### src/rtl/dmem_bridge_if.sv
// -----------------------------------------------------------------------------
// dmem_bridge_if
//
// Purpose:
//   Variable-latency memory bus carrying one req/ack transaction at a time.
//   The bridge is the master and the memory is the slave.
//
// Signals:
//   bus_req    master -> slave  request, held until bus_ack is seen
//   bus_we     master -> slave  1 = write, 0 = read; valid while bus_req is high
//   bus_addr   master -> slave  word-aligned byte address; valid while bus_req is high
//   bus_wdata  master -> slave  write data; valid while bus_req is high
//   bus_ack    slave -> master  one-cycle completion strobe
//   bus_rdata  slave -> master  read data; meaningful only while bus_ack is high
// -----------------------------------------------------------------------------
`timescale 1ns/1ps

interface dmem_bridge_if;
  logic        bus_req;
  logic        bus_we;
  logic [31:0] bus_addr;
  logic [31:0] bus_wdata;
  logic        bus_ack;
  logic [31:0] bus_rdata;

  modport master (
    output bus_req,
    output bus_we,
    output bus_addr,
    output bus_wdata,
    input  bus_ack,
    input  bus_rdata
  );

  modport slave (
    input  bus_req,
    input  bus_we,
    input  bus_addr,
    input  bus_wdata,
    output bus_ack,
    output bus_rdata
  );
endinterface : dmem_bridge_if

### src/rtl/dmem_bridge.sv
// -----------------------------------------------------------------------------
// dmem_bridge
//
// Purpose:
//   Sits between a single-cycle core's data port and a variable-latency
//   req/ack memory bus. Each load or store becomes one bus transaction while
//   the core is frozen by stall. Misaligned accesses never reach the bus, and
//   accesses the bus never acknowledges are aborted after TIMEOUT cycles.
//
// Parameters:
//   TIMEOUT   REQ cycles without bus_ack before an abort (legal range 1..255)
//   ERR_DATA  value returned on data_out after an aborted or misaligned load
//
// Ports:
//   clk        system clock, rising edge
//   reset      asynchronous reset, active low
//   data_addr  byte address from the core
//   data_in    store data from the core
//   mem_read   load request from the core
//   mem_write  store request from the core (wins over mem_read)
//   data_out   load data back to the core's writeback mux
//   stall      freezes PC and register write while high
//   misalign   one-cycle pulse (in DONE) for an access with data_addr[1:0] != 0
//   timeout    one-cycle pulse (in DONE) for an access aborted without ack
//   bus        memory bus, master side
// -----------------------------------------------------------------------------
`timescale 1ns/1ps

module dmem_bridge #(
  parameter int unsigned TIMEOUT  = 255,
  parameter logic [31:0] ERR_DATA = 32'h0000_0000
) (
  input  logic           clk,
  input  logic           reset,
  input  logic [31:0]    data_addr,
  input  logic [31:0]    data_in,
  input  logic           mem_read,
  input  logic           mem_write,
  output logic [31:0]    data_out,
  output logic           stall,
  output logic           misalign,
  output logic           timeout,
  dmem_bridge_if.master  bus
);

  typedef enum logic [1:0] {
    S_IDLE = 2'd0,
    S_REQ  = 2'd1,
    S_DONE = 2'd2
  } state_e;

  // Last REQ cycle (counter value) at which an ack is still accepted.
  localparam logic [7:0] CNT_LAST = 8'(TIMEOUT - 1);

  state_e      state_q, state_d;
  logic [31:0] addr_q,  addr_d;
  logic [31:0] wdata_q, wdata_d;
  logic        we_q,    we_d;
  logic [31:0] dout_q,  dout_d;
  logic        misal_q, misal_d;
  logic        tmo_q,   tmo_d;
  logic [7:0]  cnt_q,   cnt_d;

  logic        access;
  logic        aligned;

  assign access  = mem_read | mem_write;
  assign aligned = (data_addr[1:0] == 2'b00);

  // ---------------------------------------------------------------------------
  // State register
  // ---------------------------------------------------------------------------
  // NOTE: every register here, datapath included, is cleared by reset because
  // bus_addr, bus_wdata and data_out must read 0 straight out of reset.
  always_ff @(posedge clk or negedge reset) begin
    if (!reset) begin
      state_q <= S_IDLE;
      addr_q  <= '0;
      wdata_q <= '0;
      we_q    <= 1'b0;
      dout_q  <= '0;
      misal_q <= 1'b0;
      tmo_q   <= 1'b0;
      cnt_q   <= '0;
    end else begin
      // NOTE: non-blocking assignments so every register samples the values
      // of the previous cycle regardless of statement order.
      state_q <= state_d;
      addr_q  <= addr_d;
      wdata_q <= wdata_d;
      we_q    <= we_d;
      dout_q  <= dout_d;
      misal_q <= misal_d;
      tmo_q   <= tmo_d;
      cnt_q   <= cnt_d;
    end
  end

  // ---------------------------------------------------------------------------
  // Next-state and datapath logic
  // ---------------------------------------------------------------------------
  always_comb begin
    // NOTE: every target gets a default first, so no path through the case
    // below can leave one unassigned and infer a latch.
    state_d = state_q;
    addr_d  = addr_q;
    wdata_d = wdata_q;
    we_d    = we_q;
    dout_d  = dout_q;
    cnt_d   = cnt_q;
    // Status flags are registered pulses: they are set only on the edge into
    // DONE and therefore fall again on the edge leaving it.
    misal_d = 1'b0;
    tmo_d   = 1'b0;

    unique case (state_q)
      S_IDLE: begin
        if (access) begin
          addr_d  = {data_addr[31:2], 2'b00};
          wdata_d = data_in;
          we_d    = mem_write;
          if (aligned) begin
            state_d = S_REQ;
          end else begin
            // Misaligned: skip the bus entirely and report in DONE.
            state_d = S_DONE;
            misal_d = 1'b1;
            if (!mem_write) dout_d = ERR_DATA;
          end
        end
      end

      S_REQ: begin
        cnt_d = cnt_q + 8'd1;
        if (bus.bus_ack) begin
          // An ack in the last allowed cycle still wins over the abort.
          if (!we_q) dout_d = bus.bus_rdata;
          state_d = S_DONE;
        end else if (cnt_q == CNT_LAST) begin
          tmo_d   = 1'b1;
          if (!we_q) dout_d = ERR_DATA;
          state_d = S_DONE;
        end
      end

      S_DONE: begin
        // The core commits on this edge; any request still visible belongs
        // to the instruction that is completing, so it is not accepted here.
        cnt_d   = '0;
        state_d = S_IDLE;
      end

      default: begin
        state_d = S_IDLE;
      end
    endcase
  end

  // ---------------------------------------------------------------------------
  // Outputs
  // ---------------------------------------------------------------------------
  // bus_req and stall decode the state register directly, so an asserted
  // reset takes them low at once. stall is also gated by reset so a request
  // held by the core during reset cannot raise it.
  assign bus.bus_req   = (state_q == S_REQ);
  assign bus.bus_we    = we_q;
  assign bus.bus_addr  = addr_q;
  assign bus.bus_wdata = wdata_q;

  assign stall    = reset & (((state_q == S_IDLE) & access) | (state_q == S_REQ));
  assign data_out = dout_q;
  assign misalign = misal_q;
  assign timeout  = tmo_q;

endmodule : dmem_bridge

### src/flat_wrapper.sv
// flat-port wrapper written by rule: the top's interface ports become plain ports
module dmem_bridge_flat 
#(
  parameter int unsigned TIMEOUT  = 255,
  parameter logic [31:0] ERR_DATA = 32'h0000_0000
)
  (clk, reset, data_addr, data_in, mem_read, mem_write, data_out, stall, misalign, timeout, bus_bus_req, bus_bus_we, bus_bus_addr, bus_bus_wdata, bus_bus_ack, bus_bus_rdata);
  dmem_bridge_if bus_i ();
  input  logic clk;
  input  logic reset;
  input  logic [31:0] data_addr;
  input  logic [31:0] data_in;
  input  logic mem_read;
  input  logic mem_write;
  output logic [31:0] data_out;
  output logic stall;
  output logic misalign;
  output logic timeout;
  output wire logic [$bits(bus_i.bus_req)-1:0] bus_bus_req;
  output wire logic [$bits(bus_i.bus_we)-1:0] bus_bus_we;
  output wire logic [$bits(bus_i.bus_addr)-1:0] bus_bus_addr;
  output wire logic [$bits(bus_i.bus_wdata)-1:0] bus_bus_wdata;
  input wire logic [$bits(bus_i.bus_ack)-1:0] bus_bus_ack;
  input wire logic [$bits(bus_i.bus_rdata)-1:0] bus_bus_rdata;
  assign bus_bus_req = bus_i.bus_req;
  assign bus_bus_we = bus_i.bus_we;
  assign bus_bus_addr = bus_i.bus_addr;
  assign bus_bus_wdata = bus_i.bus_wdata;
  assign bus_i.bus_ack = bus_bus_ack;
  assign bus_i.bus_rdata = bus_bus_rdata;
  dmem_bridge #(.TIMEOUT(TIMEOUT), .ERR_DATA(ERR_DATA)) u_core (.clk(clk), .reset(reset), .data_addr(data_addr), .data_in(data_in), .mem_read(mem_read), .mem_write(mem_write), .data_out(data_out), .stall(stall), .misalign(misalign), .timeout(timeout), .bus(bus_i));
endmodule
### config.mk
export PLATFORM = sky130hd
export DESIGN_NAME = dmem_bridge_flat
export DESIGN_NICKNAME = d
export VERILOG_FILES = /design/src/rtl/dmem_bridge_if.sv /design/src/rtl/dmem_bridge.sv /design/src/flat_wrapper.sv
export SDC_FILE = /design/constraint.sdc
export NUM_CORES = 1
export LEC_CHECK = 0
export CAP_MARGIN = 20
export CORE_MARGIN = 5
export CORE_UTILIZATION = 41
export DETAILED_ROUTE_END_ITERATION = 10
export GPL_TIMING_DRIVEN = 0
export PLACE_DENSITY = 0.78
export RECOVER_POWER = 100
export SYNTH_ARGS = -nofsm -noshare
export SYNTH_HDL_FRONTEND = slang
export SYNTH_SLANG_ARGS = --single-unit
export TNS_END_PERCENT = 10
### constraint.sdc
create_clock -name clk -period 2.41 [get_ports clk]
set_input_delay 0.6025 -clock clk [delete_from_list [all_inputs] [get_ports clk]]
set_output_delay 0.6025 -clock clk [all_outputs]
set_load 0.05 [all_outputs]
After elaboration in Yosys (flattened, before gate mapping)

Index checks and enable logic that the tools add are counted.

Muxes and demuxes: 20
Add/sub/neg operators: 1
Reductions and logical operators: 7
Bitwise logic cells: 4
Equality and inequality tests: 8

Operators with widths:

| operator            | number |
|---|---|
| $mux 32             | 7 |
| $pmux 32 s2         | 1 |
| $pmux 8 s2          | 1 |
| $add 8x1->8 const B | 1 |
| $eq 8x8->1 const B  | 1 |
| $mux 2              | 4 |
| $mux 1              | 6 |
| $ne 2x2->1 const B  | 3 |
| $reduce_and 6->1    | 1 |
| $logic_not 2->1     | 2 |
| $pmux 2 s2          | 1 |
| $reduce_and 2->1    | 2 |
| $reduce_bool 2->1   | 2 |
| $ne 3x1->1 const B  | 1 |
| $and 1x1->1         | 2 |
| $eq 2x1->1 const B  | 1 |
| $eq 2x2->1 const B  | 1 |
| $ne 2x1->1 const B  | 1 |
| $or 1x1->1          | 2 |

Output and inout port bits: 101
Register bits after elaboration: 107

Longest topological paths before layout

Gate-level depths: netlist of run 1.

Depth in word-level cells: 4
Mapped depth: 7

Worst setup path before layout of run 1

OpenSTA, ideal clock, no wires.

Path kind: register to output
From: reg u_core.state_q[0]
To: out stall
Required time: 1.808 ns
Arrival time: 1.852 ns
Setup slack: -0.044 ns
Cell stages (with the launch flop): 7
Buffers on the path: 2
Cell sequence: dfrtp_1 -> inv_1 -> ha_1 -> nor2b_1 -> clkbuf_1 -> buf_2 -> o21a_1

Cells in the longest elaborated chain, start to end: 4
Elaborated cells on any way between the ends: 5
Those cells by class: 1 x eq/ne; 3 x bitwise; 1 x reduce/logical

Ends and longest elaborated chain:

| what                   | line               | source |
|---|---|---|
| from (decl)            | dmem_bridge.sv:55  | `state_e state_q, state_d;` |
| from (signal assigned) | dmem_bridge.sv:88  | `state_q <= state_d;` |
| $logic_not 2->1        | dmem_bridge.sv:170 | `assign stall = reset & (((state_q == S_IDLE) & access) \| (state_q == S_REQ));` |
| $and 1x1->1            | dmem_bridge.sv:170 |  |
| $or 1x1->1 *           | dmem_bridge.sv:170 |  |
| $and 1x1->1 *          | dmem_bridge.sv:170 |  |
| to (decl)              | flat_wrapper.sv:16 | `output logic stall;` |

Mark *: on every way between the ends. The rest lies on a longest branch, timed or not.

Worst setup path in the final report of run 1

Same ends and word-level chain as after synthesis.

==> results of run 1 <==
==> layout by cell type (no fill, tap or decap), types with 2 or more instances in the layout <==
cell type,synthesis,layout
dlymetal6s2s_1,0,2
buf_8,0,2
inv_2,0,2
o31ai_1,3,3
xnor2_1,2,2
nand3_1,3,3
a21oi_1,4,4
clkbuf_8,0,9
clkdlybuf4s50_1,0,194
o21ai_0,8,8
inv_6,0,3
mux2_2,62,62
buf_6,3,5
nor2b_1,4,3
a22o_1,34,34
ha_1,5,4
dfrtp_1,107,107
inv_1,4,2
nor2_1,4,3
nand2_1,12,12
buf_2,8,7
a31oi_1,2,2
conb_1,1,2
buf_4,2,7
==> layout make-up <==
class                   count  area [µm²]
plain buffers              16         121
clock buffers               9         124
clock inverters             7        81.3
fillers                   750        3200
inverters                   4        15.0
multi-input cells         155        1390
flip-flops and latches    107        2680
well taps                 133         166
repair buffers            205        2040
==> per-stage QoR <==
step,cells,setup slack [ps]
6_report,636,41.8
5_1_grt,636,-23.4
4_1_cts,631,-204
3_5_place_dp,615,-1320
3_3_place_gp,614,-4090
2_1_floorplan,282,85.0
==> power by group through the flow <==
stage	Sequential, µW	Clock [µW]	Combinational [µW]
after floorplan	4870	0	1230
final	2750	1140	5220
after global routing	2840	1250	5450
after detailed placement	2800	0	5120
after global placement	2750	0	5050
after CTS	2760	1180	5170
==> routing by layer <==
metal | wire length, µm | vias to the layer above | GRT usage [%]
met3 | 684 | 13 | 6.06
met5 | 0 | - | 0
met1 | 4620 | 1555 | 22.3
met4 | 144 | 0 | 4.52
met2 | 6130 | 124 | 33.2
li1 | - | 1448 | -
==> cells by family after synthesis <==
family	Yosys count	synth area share [%]
adders and majority gates	5	1.51
and+or+nand+nor	28	3.31
AOI/OAI and AO/OA	55	10.4
muxes	63	17.0
DFF	107	64.4
other	1	0.0902
buffers and inverters	20	2.77
xor gates and xnor gates	2	0.422
==> registers in the layout, summed over array words and instances (netlist names) <==
| register | flops |
|---|---|
| u_core.cnt_q | 8 |
| u_core.bus.bus_we | 1 |
| u_core.misalign | 1 |
| u_core.state_q | 2 |
| u_core.data_out | 32 |
| u_core.timeout | 1 |
| u_core.bus.bus_addr | 30 |
| u_core.bus.bus_wdata | 32 |
==> what timing repair did <==
item,in CTS,in global routing
endpoints found under the setup margin,2,2
setup buffers,0,5
pin swaps,0,2
gates resized for setup,16,10
==> path summary, 6_finish.rpt <==
kind / to / slack [ps] / depth (start not counted)
worst max-delay path: stall / 40 / 7
worst min-delay path: u_core.data_out[0] / 210 / 1
worst max register to register: u_core.data_out[6] / 320 / 7
worst min register to register: u_core.data_out[17] / 510 / 1
max in group asynchronous: u_core.data_out[9] / 750 / 2
min in group clk: u_core.data_out[17] / 510 / 1
==> metrics.md, run 1 <==
| Metric | Value |
|---|---|
| Status | `finished clean` |
| Critical path buffer and inverter count | `4` |
| Pwr per Cell Area | `1380 nW/µm²` |
| Area delta synth->final | `59.3%` |
| Vias in the first global route | `3390` |
| Root buffer cell | `clkbuf_8` |
| Critical path's slowest cell | `dfrtp_1` |
| Row Count | `36` |
| Clock Latency Late Sink | `370 ps` |
| Post-route cell area | `6620 µm²` |
| Die W | `111 µm` |
| H-tree levels | `3` |
| Final nets | `604` |
| Syn_area_per_cell | `14.8 µm²` |
| Worst r2r src | `u_core.cnt_q[0]` |
| DRT antenna net count | `0` |
| Fin Setup TNS | `0 ps` |
| TritonCTS clock tree | `done` |
| Final worst clock skew | `18.7 ps` |
| Crit. End Element | `output pin` |
| Largest cells by area after synthesis | `dfrtp_1, mux2_2, a22o_1, ha_1, nand2_1` |
| Reg power frac | `30.2%` |
| Placer congestion estimate | `0.795` |
| Ys async rst share | `100%` |
| Tmin final | `2370 ps` |
| WP data arrival | `1770 ps` |
| Tcrit/Tclk final | `98.3%` |
| Required @ worst endpoint | `1810 ps` |
| Startpoint types | `flop` |
| Most instantiated cells after synthesis | `dfrtp_1, mux2_2, a22o_1` |
| Max Cap Viol | `0` |
| Most common cell in the netlist | `dfrtp_1` |
| Largest area contributor in the netlist | `dfrtp_1` |
| Vias per cell | `4.94` |
| Switching power | `4180 µW` |
| Placed Area | `6340 µm²` |
| Overall power | `9110 µW` |
| Internal Pwr Total | `4920 µW` |
| Core area | `9820 µm²` |
| Worst slew pin tran | `1060 ps` |
| All-Layer GR Usage | `18.8%` |
| Clk network pwr share | `12.5%` |
| DRC viols | `0` |
| Io pins | `202` |
| Worst rel slew slack | `29.1%` |
| Vias | `3140` |
| Clock Sinks | `107` |
| Switch share | `45.9%` |
| # diodes | `0` |
| Crit path largest cell delay | `420 ps` |
| Pins Over Slew Limit | `0` |
| Post-synth top flop | `dfrtp_1` |
| Die height | `111 µm` |
| Mapped cell area | `4160 µm²` |
| Final WL | `11.6 mm` |
| Initial DRC Count | `160` |
| Seq cells post-synth | `107` |
| Critical path fanouts, max | `10` |
| Drt pass-1 iters | `4` |
| CP Class | `flop to output pin` |
| Initial Util | `42.3%` |
| Synthesis warning total | `0` |
| Core Util, Final | `67.4%` |
| EDFF count, synth | `0` |
| Hold-fix buffers, CTS | `0` |
| Logic pwr share | `57.3%` |
| Mapped Cells | `281` |
| Top Family by Delay on Critical Path | `buffers and inverters` |
| Worst hold slack | `207 ps` |
| Cell variety after synth | `30` |
| Hold Vio Cnt, Final | `0` |
| Hold Path Class | `input port to asynchronous set/reset pin` |
| Largest net degree at the start of global routing | `66` |
| Leak | `0.00283 µW` |
| Crit-path most repeated cell | `buf_8` |
| Sequential share of the synthesized area | `64.4%` |
| Top cell type's share of synthesized area | `64.4%` |
| Port buffer count | `199` |
| Post-DR wirelength/cell | `18.2 µm` |
| Overflow after GRT | `0` |
| Clk buf depth | `2` |
| Critical Path Start | `u_core.state_q[0]` |
| Die Footprint | `12200 µm²` |
| First-pass GRT wire length | `18.5 mm` |
| Critical path cell sequence | `inv_2, ha_4, nor2b_4, buf_8, buf_8, o21a_2, buf_6` |
| CTS clk-pin slew, worst paths | `110 ps` |
| Final setup fails | `0` |
| VDD IR max | `824 µV` |
| Initial antenna violation count | `0` |
| CTS buffer count | `9` |
| Layout cells sized above 1 | `21.7%` |
| Hpwl dp | `8.94 mm` |
| Highest Clock Rate | `0.422 GHz` |
(Power assumes the default switching activity.)
==> inputs of run 2 (changes only) <==
Settings changed: CTS_CLUSTER_SIZE set to 24.
==> results of run 2 <==
Final layout, timing and power as in run 1 (identical DEF).
==> inputs of run 3 (changes only) <==
Settings changed: CAP_MARGIN 20 to 30, CTS_CLUSTER_DIAMETER set to 150.
==> metrics.md, run 3 (synthesis results as in run 1) <==
| Metric | Value |
|---|---|
| VDD IR max | `824 µV` |
| Io pins | `202` |
| Pwr per Cell Area | `1380 nW/µm²` |
| Final nets | `604` |
| Final setup fails | `0` |
| TritonCTS clock tree | `done` |
| Critical path cell sequence | `inv_2, ha_4, nor2b_4, buf_8, buf_8, o21a_2, buf_6` |
| Clk buf depth | `2` |
| Leak | `0.00283 µW` |
| Post-DR wirelength/cell | `18.2 µm` |
| Worst slew pin tran | `1060 ps` |
| Hpwl dp | `8.94 mm` |
| Worst rel slew slack | `29.1%` |
| Highest Clock Rate | `0.422 GHz` |
| Status | `finished clean` |
| Fill cells | `750` |
| Root buffer cell | `clkbuf_8` |
| Required @ worst endpoint | `1810 ps` |
| Core Util, Final | `67.4%` |
| Drt pass-1 iters | `4` |
| Final worst clock skew | `18.7 ps` |
| Clk network pwr share | `12.5%` |
| Logic pwr share | `57.3%` |
| Largest net degree at the start of global routing | `66` |
| All-Layer GR Usage | `18.8%` |
| Row Count | `36` |
| Tcrit/Tclk final | `98.3%` |
| Overall power | `9110 µW` |
| Crit-path most repeated cell | `buf_8` |
| Die height | `111 µm` |
| Reg power frac | `30.2%` |
| R2r worst-path depth | `7` |
| Worst r2r src | `u_core.cnt_q[0]` |
| Cell count after placement | `615` |
| Internal Pwr Total | `4920 µW` |
| First-pass GRT wire length | `18.5 mm` |
| CTS clk-pin slew, worst paths | `110 ps` |
| Switching power | `4180 µW` |
| Port buffer count | `199` |
| Vias | `3140` |
| Switch share | `45.9%` |
| # diodes | `0` |
| Overflow after GRT | `0` |
| Clock Sinks | `107` |
| CP Class | `flop to output pin` |
| Crit path largest cell delay | `420 ps` |
| Final cell count without fillers | `636` |
| Tmin final | `2370 ps` |
| Final WL | `11.6 mm` |
| WP data arrival | `1770 ps` |
| Commonest non-fill, non-tap cell in the layout | `clkdlybuf4s50_1` |
| Critical Path Start | `u_core.state_q[0]` |
| Vias per cell | `4.94` |
| Critical path fanouts, max | `10` |
| Crit. End Element | `output pin` |
| Worst hold slack | `207 ps` |
| Placer congestion estimate | `0.795` |
| Final worst setup slack | `41.8 ps` |
| Area delta synth->final | `59.3%` |
| H-tree levels | `3` |
| Critical path's slowest cell | `dfrtp_1` |
| Worst R2R End | `u_core.data_out[6]` |
| Initial antenna violation count | `0` |
| Vias in the first global route | `3390` |
| Hold Vio Cnt, Final | `0` |
| Core area | `9820 µm²` |
| Die Footprint | `12200 µm²` |
| Reg2reg setup slack | `320 ps` |
| Startpoint types | `flop` |
| DRT antenna net count | `0` |
| Max Cap Viol | `0` |
| Initial Util | `42.3%` |
| Layout cells sized above 1 | `21.7%` |
| Commonest non-fill, non-tap cells in the layout | `clkdlybuf4s50_1, dfrtp_1, mux2_2` |
| Initial DRC Count | `160` |
| Pins Over Slew Limit | `0` |
| Post-Place Worst Slack | `-1320 ps` |
| DRC viols | `0` |
| Clock Latency Late Sink | `370 ps` |
| CTS buffer count | `9` |
| Die W | `111 µm` |
| Crit path to | `stall` |
| Hold Path Class | `input port to asynchronous set/reset pin` |
-- run 3: cell counts in the layout (fill, tap and decap cells not counted) --
No cell type changed its count.
-- run 3: repair_timing --
item / 4_1_cts / 5_1_grt
setup endpoints to repair: 2 / 2
hold buffers: 0 / 0
pin swaps: 0 / 2
hold endpoints to repair: 0 / 0
buffers inserted: 0 / 5
gates resized for setup: 16 / 10
-- run 3: critical path, delay by kind of cell (launching register included) --
family / cells / cell delay [ps]
AOI/OAI and AO/OA: 1 / 200
buffers and inverters: 4 / 470
adders and majority gates: 1 / 180
DFF: 1 / 420
and+or+nand+nor: 1 / 130
-- run 3: worst min path at each step --
| stage | from | end | slack [ps] | cells past startpoint |
|---|---|---|---|---|
| final | reset | u_core.data_out[0] | 210 | 1 |
| after global routing | reset | u_core.data_out[4] | 230 | 1 |
| after CTS | reset | u_core.data_out[29] | 340 | 1 |
| after detailed placement | u_core.data_out[17] | u_core.data_out[17] | 490 | 1 |
| after global placement | u_core.data_out[8] | u_core.data_out[8] | 490 | 1 |
| after floorplan | reset | u_core.bus.bus_addr[10] | 310 | 0 |
-- run 3: power by group through the flow --
stage	Combinational (µW)	Clock, µW	Sequential [µW]
finish	5220	1140	2750
global route	5450	1250	2840
CTS	5170	1180	2760
detailed placement	5120	0	2800
global placement	5050	0	2750
floorplan	1230	0	4870
-- run 3: cell type report --
cell class / instances / area, µm² / share of cell area (%)
Clock inverter: 7 / 81.3 / 1.23
Tap cell: 133 / 166 / 2.51
Multi-Input combinational cell: 155 / 1390 / 21.0
Clock buffer: 9 / 124 / 1.87
Buffer: 16 / 121 / 1.83
Inverter: 4 / 15.0 / 0.227
Sequential cell: 107 / 2680 / 40.5
Timing Repair Buffer: 205 / 2040 / 30.9
-- run 3: routing by layer --
metal | vias up | track usage, % | part of all wire, %
li1 | 1448 | - | -
met1 | 1555 | 22.3 | 40
met2 | 124 | 33.2 | 53
met3 | 13 | 6.06 | 5.9
met4 | 0 | 4.52 | 1.2
met5 | - | 0 | 0
-- run 3: per-stage QoR --
stage          cell area (µm²)  TNS [ps]
2_1_floorplan             4160         0
3_3_place_gp              6320   -377090
3_5_place_dp              6340    -19700
4_1_cts                   6570      -204
5_1_grt                   6620     -46.3
6_report                  6620         0
